==> config.mk <==
export PLATFORM = sky130hd
export DESIGN_NAME = note_envelope
export DESIGN_NICKNAME = d
export VERILOG_FILES = /design/src/rtl/note_envelope.sv
export SDC_FILE = /design/constraint.sdc
export NUM_CORES = 1
export LEC_CHECK = 0
export CAP_MARGIN = 20
export CORE_AREA = 2 2 112 114
export DETAILED_ROUTE_END_ITERATION = 8
export DIE_AREA = 0 0 114 116
export GPL_ROUTABILITY_DRIVEN = 0
export HOLD_SLACK_MARGIN = 0.15
export PLACE_DENSITY = 0.76
export SYNTH_ARGS = -nofsm -noshare
export SYNTH_HDL_FRONTEND = slang
export SYNTH_SLANG_ARGS = --single-unit
==> constraint.sdc <==
create_clock -name clk -period 4.8 [get_ports clk]
set_input_delay 1.2 -clock clk [delete_from_list [all_inputs] [get_ports clk]]
set_output_delay 1.2 -clock clk [all_outputs]
set_load 0.02 [all_outputs]
==> src/rtl/note_envelope.sv <==
// ADSR envelope generator for one note voice.
// Scales the sine half-wave magnitudes by the envelope level.
module note_envelope #(
  parameter int N            = 8,
  parameter int RATE_DIV     = 16,
  parameter int ATTACK_STEP  = 8,
  parameter int DECAY_STEP   = 1,
  parameter int SUSTAIN_LVL  = 192,
  parameter int RELEASE_STEP = 2
) (
  input  logic         clk,
  input  logic         reset,
  input  logic         fs_tick,
  input  logic         note_on,
  input  logic         note_off,
  input  logic [N-1:0] pos_in,
  input  logic [N-1:0] neg_in,
  output logic [N-1:0] pos_out,
  output logic [N-1:0] neg_out,
  output logic [N-1:0] env_level,
  output logic         active
);

  typedef enum logic [2:0] {
    S_IDLE,
    S_ATTACK,
    S_DECAY,
    S_SUSTAIN,
    S_RELEASE
  } state_t;

  localparam int CW = (RATE_DIV > 1) ? $clog2(RATE_DIV) : 1;
  localparam logic [CW-1:0] CNT_LAST = CW'(RATE_DIV - 1);
  localparam logic [N:0] MAX_LVL = {1'b0, {N{1'b1}}};
  localparam logic [N:0] A_STEP  = (N+1)'(ATTACK_STEP);
  localparam logic [N:0] D_STEP  = (N+1)'(DECAY_STEP);
  localparam logic [N:0] R_STEP  = (N+1)'(RELEASE_STEP);
  localparam logic [N:0] SUS_LVL = (N+1)'(SUSTAIN_LVL);

  state_t        state_q, state_d;
  logic [N-1:0]  level_q, level_d;
  logic [CW-1:0] cnt_q, cnt_d;
  logic [N-1:0]  pos_q, pos_d;
  logic [N-1:0]  neg_q, neg_d;

  logic          upd;
  logic [N:0]    lvl_ext;
  logic [N:0]    a_sum;
  logic [N:0]    d_diff;
  logic [N:0]    r_diff;
  logic [2*N-1:0] pos_prod;
  logic [2*N-1:0] neg_prod;

  // State, level, rate counter and sample registers
  always_ff @(posedge clk) begin
    if (reset) begin
      state_q <= S_IDLE;
      level_q <= '0;
      cnt_q   <= '0;
      pos_q   <= '0;
      neg_q   <= '0;
    end else begin
      state_q <= state_d;
      level_q <= level_d;
      cnt_q   <= cnt_d;
      pos_q   <= pos_d;
      neg_q   <= neg_d;
    end
  end

  // Next state, envelope level and rate counter; commands beat updates
  always_comb begin
    upd     = fs_tick && (cnt_q == CNT_LAST);
    lvl_ext = {1'b0, level_q};
    a_sum   = lvl_ext + A_STEP;
    d_diff  = lvl_ext - D_STEP;
    r_diff  = lvl_ext - R_STEP;
    state_d = state_q;
    level_d = level_q;
    cnt_d   = cnt_q;
    if (fs_tick) begin
      cnt_d = upd ? '0 : cnt_q + 1'b1;
    end
    if (note_on) begin
      state_d = S_ATTACK;
      cnt_d   = '0;
    end else if (note_off && (state_q == S_ATTACK ||
                              state_q == S_DECAY ||
                              state_q == S_SUSTAIN)) begin
      state_d = S_RELEASE;
      cnt_d   = '0;
    end else if (upd) begin
      case (state_q)
        S_ATTACK: begin
          if (a_sum >= MAX_LVL) begin
            level_d = MAX_LVL[N-1:0];
            state_d = S_DECAY;
          end else begin
            level_d = a_sum[N-1:0];
          end
        end
        S_DECAY: begin
          if (lvl_ext <= SUS_LVL + D_STEP) begin
            level_d = SUS_LVL[N-1:0];
            state_d = S_SUSTAIN;
          end else begin
            level_d = d_diff[N-1:0];
          end
        end
        S_RELEASE: begin
          if (lvl_ext <= R_STEP) begin
            level_d = '0;
            state_d = S_IDLE;
          end else begin
            level_d = r_diff[N-1:0];
          end
        end
        default: ;
      endcase
    end
  end

  // Sample scaling: full-width product, keep the top N bits
  always_comb begin
    pos_prod = (2*N)'(pos_in) * (2*N)'(level_q);
    neg_prod = (2*N)'(neg_in) * (2*N)'(level_q);
    pos_d    = fs_tick ? pos_prod[2*N-1:N] : pos_q;
    neg_d    = fs_tick ? neg_prod[2*N-1:N] : neg_q;
  end

  // Outputs straight from the registers
  always_comb begin
    active    = (state_q != S_IDLE);
    env_level = level_q;
    pos_out   = pos_q;
    neg_out   = neg_q;
  end

endmodule

**Word level (Yosys, flattened, before mapping)**

Cells that the tools add are included.

- Flip-flop bits (word level): 31
- Bits in latches: 0
- Bits in writable memories: 0
- Bits in read-only memories: 0
- Output and inout port bits: 25
- Memories: 0

- Add/sub/neg operators: 4
- Multipliers: 2
- Divide/modulo/power cells: 0
- $lt $le $gt $ge: 3
- Equality and inequality tests: 14
- Shift-type cells: 0
- Multiplexer cells: 12
- Bitwise logic cells: 2
- Reduce and logical (&&, ||, !) cells: 16

Operator list:

| cell | number |
|---|---|
| 8-bit by 8-bit multiplier with 16-bit output | 2 |
| 8-bit two-way mux | 3 |
| 8-bit case mux with 3 select lines | 1 |
| 3-bit two-way mux | 5 |
| 5-bit AND reduction | 3 |
| 8-bit by 4-bit adder with 9-bit output, second input constant | 1 |
| 9-bit by 8-bit >= comparator with 1-bit output, second input constant | 1 |
| 3-bit case mux with 3 select lines | 1 |
| 3-bit nonzero test | 3 |
| 8-bit by 2-bit less-or-equal comparator with 1-bit output, second input constant | 1 |
| 8-bit less-or-equal comparator, second input constant | 1 |
| 4-bit by 2-bit != test with 1-bit output, second input constant | 2 |
| 8-bit by 1-bit subtractor with 8-bit output, second input constant | 1 |
| 8-bit by 2-bit subtractor with 8-bit output, second input constant | 1 |
| 3-bit by 2-bit equality test with 1-bit output, second input constant | 2 |
| 3-bit by 1-bit != test with 1-bit output, second input constant | 2 |
| 5-bit nonzero test | 1 |
| 4-bit by 1-bit adder with 4-bit output, second input constant | 1 |
| 4-bit equality test, second input constant | 1 |
| 4-bit two-way mux | 1 |
| 2-bit by 1-bit != test with 1-bit output, second input constant | 2 |
| 4-bit != test, second input constant | 1 |
| 4-bit AND reduction | 1 |
| 4-bit nonzero test | 1 |
| other kinds (11) | 14 |

**Longest topological paths before layout**

- Depth after elaboration: 7
- Depth in mapped cells: 17
- Mapped depth without buffers: 15

**Worst setup path after synthesis**

Ideal clock, no wire load.

- Path kind: in2reg
- Start point: in neg_in[1]
- End point: reg neg_q[7] (netlist: neg_out[7])
- Library setup time: 0.103 ns
- Arrival time: 5.024 ns
- Required time: 4.697 ns
- Slack: -0.328 ns
- Stages: 13
- Path buffers: 0
- Path through: and2_1 > fa_1 > fa_1 > fa_1 > inv_1 > fa_1 > inv_1 > ha_1 > nand3_1 > or4_4 > a211oi_1 > a2111oi_0 > a2111oi_2

- Cells in the longest elaborated chain, start to end: 1

RTL lines:

| item | line | RTL |
|---|---|---|
| from (decl) | 17 | `input logic [N-1:0] neg_in,` |
| 8-bit by 8-bit multiplier with 16-bit output | 126 | `neg_prod = (2*N)'(neg_in) * (2*N)'(level_q);` |
| to (signal assigned) | 67 | `neg_q <= neg_d;` |
| to (decl) | 44 | `logic [N-1:0] neg_q, neg_d;` |

No other way between the ends.
A chain may end at the register's enable or synchronous reset.

**Final worst setup path**

- Start point: in neg_in[6]
- End point: reg neg_q[7] (netlist: neg_out[7])

The elaborated chain is that of the path after synthesis.

==> metrics.log <==
[metrics] maximum ir drop on the vdd rail: 155 uV
[metrics] clock period minus worst slack: between 4 and 5 ns
[metrics] number of global-route vias before repair: ~5,800
[metrics] DRC violations left: 0
[metrics] final max-slew violation count: 0
[metrics] clock latency of the later-clocked register in the worst-skew pair: between 0.2 and 0.3 ns
[metrics] violated checks: setup timing
[metrics] average cell area after synthesis: 8.51 um2
[metrics] Boundary Pins: 46
[metrics] pin slew with the least headroom to its limit: ~0.76 ns
[metrics] drt first pass iters: 5
[metrics] routed vias: between 5,000 and 6,000
[metrics] number of vias per cell: about 6
[metrics] post-DR wirelength/cell: 17.4 um
[metrics] sequential share of power: 0.382
[metrics] CP required: 4.99 ns
[metrics] pin count of the biggest net entering global routing: 27
[metrics] register clock-pin slew on the reported worst setup and hold paths: roughly 0.050 ns
[metrics] count of final setup violators: 6
[metrics] count of H-tree levels built during CTS: 2
[metrics] number of antenna-violating nets in the routed design: 0
[metrics] leakage power of the design: 3.65 nW
[metrics] Relative slew margins: 0.491
[metrics] # clock sinks: 31
[metrics] synthesized instance count: 692
[metrics] Iteration-0 DRC Markers: 540
[metrics] Yosys warnings: 0
[metrics] hold-fix buffers at CTS: 0
[metrics] initial antenna violation count: 0
[metrics] fraction of synthesized cell area taken by the top area cell type: 0.238
[metrics] signal arrival time at the worst endpoint: a little over 5 ns
[metrics] Tot GR Track Use: 0.264
[metrics] kind of launch point of the worst setup path: input port
[metrics] master cell of the clock root buffer: sky130_fd_sc_hd__clkbuf_16
[metrics] CTS Buf Count: 5
[metrics] number of nets in the final layout: approximately 970
[metrics] sort of element at the end of the critical path: register
[metrics] Sw Share: 0.252
[metrics] leading post-synthesis cells by cell area: sky130_fd_sc_hd__fa_1 (24%), sky130_fd_sc_hd__ha_1 (16%), sky130_fd_sc_hd__dfxtp_1 (11%), sky130_fd_sc_hd__and2_1 (9.9%), sky130_fd_sc_hd__inv_1 (5.8%)
[metrics] max frequency: ~200 MHz
[metrics] proportion of layout cells with a drive suffix above 1: 0.226
[metrics] post-route clock skew: between 0.003 and 0.004 ns
[metrics] share of the yosys chip area belonging to registers: 0.105
[metrics] net load switching power: about 0.00017 W
[metrics] drt total wl: roughly 17,000 um
[metrics] GRT overflow: 0
[metrics] Async SR Flop Fraction: 0
[metrics] Syn-to-layout area delta: 28.4%
[metrics] share of the clock period used by the worst path after layout: 1.04
[metrics] Layout Cells excl Fill: 951
[metrics] Yosys cell types: 71
[metrics] CTS tree: built
[metrics] Synth Net Count: 860
[metrics] type of the worst min-delay path: reg -> reg
[metrics] Die Span X: between 100 and 150 um
[metrics] Final Hold Fails: 0
[metrics] critical path class: in -> reg
[metrics] die outline area: approximately 13,000 um2
[metrics] Comb pwr share: 0.120
[metrics] number of flops mapped to enable cells by yosys: 0
[metrics] Yosys top cell by area: sky130_fd_sc_hd__fa_1
[metrics] number of register bits inferred by synthesis: 31
[metrics] worst-case setup margin in the final layout: -0.179 ns
[metrics] unrepaired setup endpoints after global routing: true
[metrics] clock network power share: 0.498
[metrics] Max Cap Viol: 0
[metrics] end-of-flow core utilization: 0.635
[metrics] status: finished with violations
[metrics] HPWL reported at the end of detailed placement: roughly 13,000 um
[metrics] number of placed instances with taps included: around 940
[metrics] antenna diode count: 0
[metrics] effective utilization at floorplan: 0.494
[metrics] maximum clock insertion buffer count: 2
[metrics] Vert. Die Dim: ~120 um
[metrics] count of standard-cell rows: 40
[metrics] count of buffers inserted at the top-level ports: between 40 and 50
[metrics] combined area of all synthesized cells: 5890 um2
[metrics] largest fanout of any net on the critical path: 2
[metrics] core region area: between 10,000 and 15,000 um2
[metrics] most used flip-flop cell after synthesis: sky130_fd_sc_hd__dfxtp_1
[metrics] first-pass GRT wire length: 28,100 um
[metrics] Pint: a little over 0.0005 W
[metrics] PwrDens: 91.5 nW/um2
## metal layers
metal / share of wire / routed length, um / global-route usage
met5: 0 / 0 / 0
met4: 0.023 / 380 / 0.0951
met3: 0.057 / 945 / 0.0382
met2: 0.49 / 8080 / 0.443
met1: 0.43 / 7120 / 0.351
## stage by stage
stage	setup TNS, ns	hold slack (ns)	cell area [um2]	worst slack [ns]	power (W)
6_report	-0.467	0.476	7560	-0.179	0.000692
5_1_grt	-1.57	0.505	7560	-0.308	0.000713
4_1_cts	-0.794	0.467	7430	-0.188	0.000694
3_5_place_dp	-11.96	0.458	7090	-0.937	0.000350
3_3_place_gp	-11.02	0.454	7090	-0.807	0.000348
2_1_floorplan	-0.127	0.510	5980	-0.0704	0.000295
## final cells by class
class	instances	area, um2
inverter	92	345
clock buffer	7	153
clock inverter	1	7.51
fill	926	4350
multi-input combinational	543	5170
timing repair buffer	130	1080
tap	147	184
sequential	31	621
## sequential cells by signal (all words and copies together) (netlist names)
signal,flops
cnt_q,4
env_level,8
neg_out,8
pos_out,8
state_q,3
## synth_stat cells, types with 9 or more instances
cell                        n
sky130_fd_sc_hd__and2_1    93
sky130_fd_sc_hd__inv_1     91
sky130_fd_sc_hd__ha_1      77
sky130_fd_sc_hd__fa_1      70
sky130_fd_sc_hd__nand2_1   61
sky130_fd_sc_hd__nor2_1    34
sky130_fd_sc_hd__a21oi_1   31
sky130_fd_sc_hd__dfxtp_1   31
sky130_fd_sc_hd__clkbuf_1  22
sky130_fd_sc_hd__nand3_1   17
sky130_fd_sc_hd__nor3_1    16
sky130_fd_sc_hd__o21ai_0   16
sky130_fd_sc_hd__a21o_1     9
## repair_timing
action | in CTS | in global routing
pin swaps | 39 | 47
setup endpoints to repair | 16 | 15
setup buffers | 6 | 2
gates resized for setup | 94 | 44
## final timing paths
check,from,endpoint,slack [ns],cells after the start
worst max register to register,env_level[2]$_SDFFE_PP0P_,neg_out[7]$_SDFFE_PP0P_,0.02,13
worst min-delay path,pos_out[1]$_SDFFE_PP0P_,pos_out[1]$_SDFFE_PP0P_,0.48,2
worst max-delay path,neg_in[6],neg_out[7]$_SDFFE_PP0P_,-0.18,14
worst min register to register,pos_out[1]$_SDFFE_PP0P_,pos_out[1]$_SDFFE_PP0P_,0.48,2
## worst max-delay path: stages
cell and delay, ns:
sky130_fd_sc_hd__buf_8 0.10, sky130_fd_sc_hd__and2_4 0.15, sky130_fd_sc_hd__fa_1 0.51, sky130_fd_sc_hd__fa_1 0.56, sky130_fd_sc_hd__fa_1 0.53, sky130_fd_sc_hd__inv_1 0.05, sky130_fd_sc_hd__fa_1 0.51, sky130_fd_sc_hd__inv_2 0.05
sky130_fd_sc_hd__ha_4 0.27, sky130_fd_sc_hd__nand3_4 0.07, sky130_fd_sc_hd__or4_4 0.47, sky130_fd_sc_hd__a211oi_4 0.30, sky130_fd_sc_hd__a2111oi_4 0.10, sky130_fd_sc_hd__a2111oi_4 0.28
## cells by family (layout without fill, tap and decap cells)
| logic type | after synthesis | in the layout | synth area share |
|---|---|---|---|
| AND/OR/NAND/NOR | 263 | 263 | 0.242 |
| XOR/XNOR | 9 | 9 | 0.0134 |
| multiplexers | 3 | 3 | 0.00531 |
| AO/OA/AOI/OAI | 121 | 121 | 0.155 |
| flip-flops | 31 | 31 | 0.105 |
| adder cells (fa/ha/maj) | 147 | 147 | 0.402 |
| buffers and inverters | 118 | 230 | 0.0773 |
## power groups by stage
stage / logic, W / registers (W) / clock network, W
floorplan: 0.0000264 / 0.000268 / 0
global placement: 0.0000787 / 0.000269 / 0
detailed placement: 0.0000805 / 0.000269 / 0
CTS: 0.0000802 / 0.000264 / 0.000350
global route: 0.0000895 / 0.000264 / 0.000359
finish: 0.0000832 / 0.000264 / 0.000345
## cell usage in the layout, fill, tap and decap left out, types with 6 or more instances in the layout
master                            netlist  final
sky130_fd_sc_hd__a21o_1                 9      9
sky130_fd_sc_hd__a21oi_1               31     24
sky130_fd_sc_hd__and2_1                93     82
sky130_fd_sc_hd__and2_4                 0     11
sky130_fd_sc_hd__buf_4                  1     84
sky130_fd_sc_hd__buf_6                  1      8
sky130_fd_sc_hd__clkdlybuf4s50_1        0     29
sky130_fd_sc_hd__dfxtp_1               31     31
sky130_fd_sc_hd__fa_1                  70     64
sky130_fd_sc_hd__fa_2                   0      6
sky130_fd_sc_hd__ha_1                  77     67
sky130_fd_sc_hd__ha_4                   0     10
sky130_fd_sc_hd__inv_1                 91     84
sky130_fd_sc_hd__inv_2                  0      7
sky130_fd_sc_hd__nand2_1               61     57
sky130_fd_sc_hd__nand3_1               17     14
sky130_fd_sc_hd__nor2_1                34     34
sky130_fd_sc_hd__nor3_1                16     15
sky130_fd_sc_hd__o21ai_0               16     11
sky130_fd_sc_hd__o21ai_1                1      6
Power figures use the tool's default switching activity.
